$ cat config.mk
export PLATFORM = sky130hd
export DESIGN_NAME = alu_arbiter
export DESIGN_NICKNAME = d
export VERILOG_FILES = /design/src/rtl/alu_arbiter.sv
export SDC_FILE = /design/constraint.sdc
export NUM_CORES = 1
export LEC_CHECK = 0
export CAP_MARGIN = 20
export CORE_MARGIN = 3
export CORE_UTILIZATION = 54
export DETAILED_ROUTE_END_ITERATION = 8
export DONT_BUFFER_PORTS = 1
export PLACE_DENSITY = 0.69
export SYNTH_ARGS = -nofsm -noshare
export SYNTH_HDL_FRONTEND = slang
export SYNTH_SLANG_ARGS = --single-unit
$ cat constraint.sdc
create_clock -name clk -period 1.35 [get_ports clk]
set_input_delay 0.2025 -clock clk [delete_from_list [all_inputs] [get_ports clk]]
set_output_delay 0.2025 -clock clk [all_outputs]
set_load 0.05 [all_outputs]
$ cat src/rtl/alu_arbiter.sv
`default_nettype none
// ============================================================================
// Module   : alu_arbiter
// Purpose  : Round-robin sharing of one ALU between two cores; one op in flight.
// Revision : 1.0 - initial release
// ============================================================================
module alu_arbiter #(
    parameter int DATA_WIDTH    = 8,
    parameter int OPCODE_LENGTH = 4,
    parameter int VECTOR_LENGTH = OPCODE_LENGTH + 2 * DATA_WIDTH,
    parameter int SHORT_LAT     = 2,
    parameter int LONG_LAT      = 6
) (
    input  logic                     clk,
    input  logic                     reset_in,
    input  logic                     c0_req_valid,
    input  logic [VECTOR_LENGTH-1:0] c0_req_vector,
    output logic                     c0_req_ready,
    output logic                     c0_rsp_valid,
    input  logic                     c0_rsp_ready,
    input  logic                     c1_req_valid,
    input  logic [VECTOR_LENGTH-1:0] c1_req_vector,
    output logic                     c1_req_ready,
    output logic                     c1_rsp_valid,
    input  logic                     c1_rsp_ready,
    output logic [DATA_WIDTH-1:0]    rsp_result,
    output logic                     rsp_carry,
    output logic                     rsp_zero,
    output logic [VECTOR_LENGTH-1:0] alu_opcode_inputs,
    input  logic [DATA_WIDTH-1:0]    alu_final_output,
    input  logic                     alu_carry_output,
    input  logic                     alu_zero_flag,
    output logic                     busy,
    output logic                     owner
);

    localparam int MAX_LAT = (LONG_LAT > SHORT_LAT) ? LONG_LAT : SHORT_LAT;
    localparam int CNT_W   = $clog2(MAX_LAT + 1);
    localparam logic [OPCODE_LENGTH-1:0] OP_MULT   = OPCODE_LENGTH'(3);
    localparam logic [OPCODE_LENGTH-1:0] OP_DIVIDE = OPCODE_LENGTH'(8);

    typedef enum logic [1:0] {
        IDLE = 2'd0,
        BUSY = 2'd1,
        DONE = 2'd2
    } state_t;

    state_t                   r_state;
    logic [CNT_W-1:0]         r_cnt;
    logic                     r_last_grant;
    logic                     r_owner;
    logic                     w_grant_any;
    logic                     w_grant_core;
    logic                     w_grant_long;
    logic                     w_owner_rsp_ready;
    logic [VECTOR_LENGTH-1:0] w_grant_vector;
    logic [OPCODE_LENGTH-1:0] w_grant_opcode;

    // Under contention the core that did not win last time goes next.
    always_comb begin
        w_grant_any = (r_state == IDLE) && !reset_in && (c0_req_valid || c1_req_valid);
        if (c0_req_valid && c1_req_valid) begin
            w_grant_core = ~r_last_grant;
        end else begin
            w_grant_core = c1_req_valid;
        end
        w_grant_vector    = w_grant_core ? c1_req_vector : c0_req_vector;
        w_grant_opcode    = w_grant_vector[VECTOR_LENGTH-1 -: OPCODE_LENGTH];
        w_grant_long      = (w_grant_opcode == OP_MULT) || (w_grant_opcode == OP_DIVIDE);
        w_owner_rsp_ready = r_owner ? c1_rsp_ready : c0_rsp_ready;
    end

    assign c0_req_ready = w_grant_any && !w_grant_core;
    assign c1_req_ready = w_grant_any && w_grant_core;
    assign c0_rsp_valid = (r_state == DONE) && !r_owner;
    assign c1_rsp_valid = (r_state == DONE) && r_owner;
    assign busy         = (r_state != IDLE);
    assign owner        = r_owner;

    always_ff @(posedge clk) begin
        if (reset_in) begin
            r_state           <= IDLE;
            r_cnt             <= '0;
            r_last_grant      <= 1'b1;
            r_owner           <= 1'b0;
            alu_opcode_inputs <= '0;
            rsp_result        <= '0;
            rsp_carry         <= 1'b0;
            rsp_zero          <= 1'b0;
        end else begin
            case (r_state)
                IDLE: begin
                    if (w_grant_any) begin
                        r_owner           <= w_grant_core;
                        alu_opcode_inputs <= w_grant_vector;
                        r_cnt             <= w_grant_long ? CNT_W'(LONG_LAT) : CNT_W'(SHORT_LAT);
                        r_state           <= BUSY;
                    end
                end
                BUSY: begin
                    r_cnt <= r_cnt - CNT_W'(1);
                    if (r_cnt == CNT_W'(1)) begin
                        rsp_result <= alu_final_output;
                        rsp_carry  <= alu_carry_output;
                        rsp_zero   <= alu_zero_flag;
                        r_state    <= DONE;
                    end
                end
                DONE: begin
                    if (w_owner_rsp_ready) begin
                        r_last_grant <= r_owner;
                        r_state      <= IDLE;
                    end
                end
                default: r_state <= IDLE;
            endcase
        end
    end

endmodule
`default_nettype wire

==> flow_summary.toml <==
[synthesis]
postSynthRegisterBits = 37
post_synthesis_mean_instance_area_um2 = 9.34
synth_area_um2 = 1780
synth_top_cell_by_area = "sky130_fd_sc_hd__dfxtp_1"
synth_cell_types = 30
yosys_warnings = 0
yosys-top-cells-area = "sky130_fd_sc_hd__dfxtp_1 42%, sky130_fd_sc_hd__a211oi_2 13%, sky130_fd_sc_hd__mux2i_1 12%, sky130_fd_sc_hd__nand2_1 6.1%, sky130_fd_sc_hd__nor2_1 5.3%"
synth.top_cell.area_share_pct = 41.5
main_flop_type_after_synthesis = "sky130_fd_sc_hd__dfxtp_1"
synth.yosys.seq_area_share_pct = 41.5
post_synth_inst_count = 191
synth_fp_nets = 249
synth_edf_count = 0
ys_async_sr_fraction_pct = 0

[critical_path]
cp_max_fo = 3
worstSetupEndpointType = "primary output"
timing.critical_path.cells = "or2_4 > or2_4 > nor3b_4 > buf_12"
timing_worst_setup_path_type = "register to primary output"
crit_path_frequent_cell = "sky130_fd_sc_hd__or2_4"
crit_path_start_kind = "register"
data_arrival_time_of_the_critical_path_ps = 1550
critPathRequiredTime_ps = 1150
max_stage_delay_ps = 330
crit_slowest_cell = "sky130_fd_sc_hd__dfxtp_1"

[clock_network]
clock_sink_count = 37
ctsRootBufferMaster = "sky130_fd_sc_hd__clkbuf_4"
cts-root-to-sink-buffers = 2
clk_latency_ps = 350
path_clk_slew_ps = 110
numCtsBuffers = 5
htree_levels = 2
cts_tree = "yes"

[layout]
antenna_cells_inserted = 0
postLayoutCellArea_um2 = 2470
layout.cells.most_common_list = "42 x sky130_fd_sc_hd__buf_4, 35 x sky130_fd_sc_hd__dfxtp_1, 29 x sky130_fd_sc_hd__nand2_1"
mostFrequentLayoutCell = "sky130_fd_sc_hd__buf_4"
finalNetCount = 299
multi_input_logic_area_um2 = 1010
synthToLayoutAreaGrowth_pct = 38.6
post_route_cells_drive_above_1_share_pct = 40.9
ff_latch_area_um2 = 743
fillerInstances = 222

[power]
p_int_mw = 1.97
p_clk_share_pct = 22.0
worst_ir_drop_vdd_uv = 945
power_switching_share_pct = 35.6
combinationalPowerShare_pct = 36.8
power.static_leakage_nw = 1.02
total_switching_power_mw = 1.09
pwr-share-seq_pct = 41.2
power_density_nw_per_um2 = 1240

[timing]
max_freq_ghz = 0.569
finalSetupViolations = 27
setup_total_negative_slack_ps = -3550
fin_crit_sh_pct = 130
timing.final.max_slew_violations = 0
final.hold.worst_slack_ps = -95.1
maxSlewHeadroom_pct = 65.7
grt_setup_unrepaired = "true"
min_period_ps = 1760
finalWorstSetupSlack_ps = -407
clock-skew-final_ps = 2.34
finalHoldViolCount = 37
tightestPinTransition_ps = 514

[status]
violations = "hold timing, setup timing"
status = "finished with violations"

[die]
i_o_pin_count = 92
die_boundary_width_um = 63.5
dieHeight_um = 63.5
floorplan.initialDensity_pct = 57.5
fp.dieArea_um2 = 4030
placement_rows = 20
coreArea_um2 = 3100

[global_routing]
global_route.overflow_total = 0
groute.usage.overall_pct = 23.6
pin_count_of_the_biggest_net_entering_global_routing = 41
antenna_violations_before_repair = 0
grt_first_pass_wirelength_mm = 7.44
first_global_vias = 1547

[placed_design]
gp_congestion = 0.713
port_buffers = 0
estimated_wirelength_of_the_detail_placed_design_mm = 3.04
placed_cell_area_um2 = 2190

[run]
drv_cap = 0

[min_path]
hold_path_class = "input pin to register"

[route]
drt-total-wl_mm = 4.74
route.detailed.drc = 0
detailedRoute.firstPassIterationCount = 4
drt_wl_cell_um = 16.6
post_drt_via_cell_ratio = 5.51
remaining_number_of_nets_flagged_by_the_antenna_check_after_routing = 0
drt_iter0_markers = 79
dr_total_vias = 1577
==> worst max-delay path, delay by kind of cell (launching register included) <==
kind,cells,cell delay [ps]
and+or+nand+nor,3,710
buffers and inverters,1,160
DFF,1,330
==> flip-flops by register name (all words and copies together) (netlist names) <==
name	count
r_state	2
alu_opcode_inputs	20
r_cnt	3
r_last_grant	1
rsp_zero	1
owner	1
rsp_carry	1
rsp_result	8
==> cell usage after synthesis (all sizes together) (2+ instances only) <==
master and count:
a211oi 20, a21oi 16, buf 12, clkbuf 2, dfxtp 37, ha 2, inv 3, mux2i 21
nand2 29, nand2b 4, nor2 26, nor2b 4, o22ai 2, or2 2
==> cell families after synthesis <==
family / synth area share (%)
AOI/OAI and AO/OA: 21.5
xor gates and xnor gates: 0.491
adders and majority gates: 1.40
buffers and inverters: 6.17
DFF: 41.5
muxes: 11.8
and+or+nand+nor: 17.2
==> power by group through the flow <==
| stage | Clock (mW) | Combinational [mW] | Sequential [mW] |
|---|---|---|---|
| 2_1_floorplan | 0 | 0.448 | 1.55 |
| 3_3_place_gp | 0 | 0.927 | 1.27 |
| 3_5_place_dp | 0 | 0.961 | 1.28 |
| 4_1_cts | 0.680 | 1.09 | 1.26 |
| 5_1_grt | 0.744 | 1.18 | 1.27 |
| 6_report | 0.673 | 1.13 | 1.26 |
==> layout make-up <==
cell class                 count  area share, %
clock buffer                   7           2.63
clock inverter                 1          0.202
inverter                       3          0.455
multi-input combinational    137           40.7
sequential                    37           30.1
tap                           44           2.23
timing repair buffer          57           23.7
==> through the flow <==
step	cells	worst slack (ps)	total power [mW]	util, %
3_3_place_gp	267	-14.0	2.20	70.7
4_1_cts	283	-425	3.02	77.9
5_1_grt	286	-466	3.20	79.7
6_report	286	-407	3.06	79.7
3_5_place_dp	267	-77.1	2.24	70.7
2_1_floorplan	191	-256	2.00	-
==> repair_timing <==
item                       CTS  global route
pin swaps                    0             4
hold endpoints to repair    37            37
cloned                       3             0
resized for setup           12             9
setup endpoints to repair   27            38
buffers inserted             5             3
==> final timing paths <==
kind	start	slack [ps]	endpoint	depth (start not counted)
setup / recovery	r_state[0]$_SDFFE_PP0P_	-410	c1_req_ready	4
hold reg to reg	alu_opcode_inputs[6]$_SDFFE_PP0P_	510	alu_opcode_inputs[6]$_SDFFE_PP0P_	2
hold / removal	reset_in	-100	alu_opcode_inputs[3]$_SDFFE_PP0P_	1
setup reg to reg	r_state[0]$_SDFFE_PP0P_	-190	alu_opcode_inputs[11]$_SDFFE_PP0P_	7
==> layer usage <==
layer  global-route usage (%)  routed length, µm  vias up
met5                        0                  0        -
met4                     5.93                 30        0
met3                     10.3                408        5
met2                     42.4               2570       63
met1                     25.0               1720      755
li1                         -                  -      754
Power figures use the tool's default switching activity.
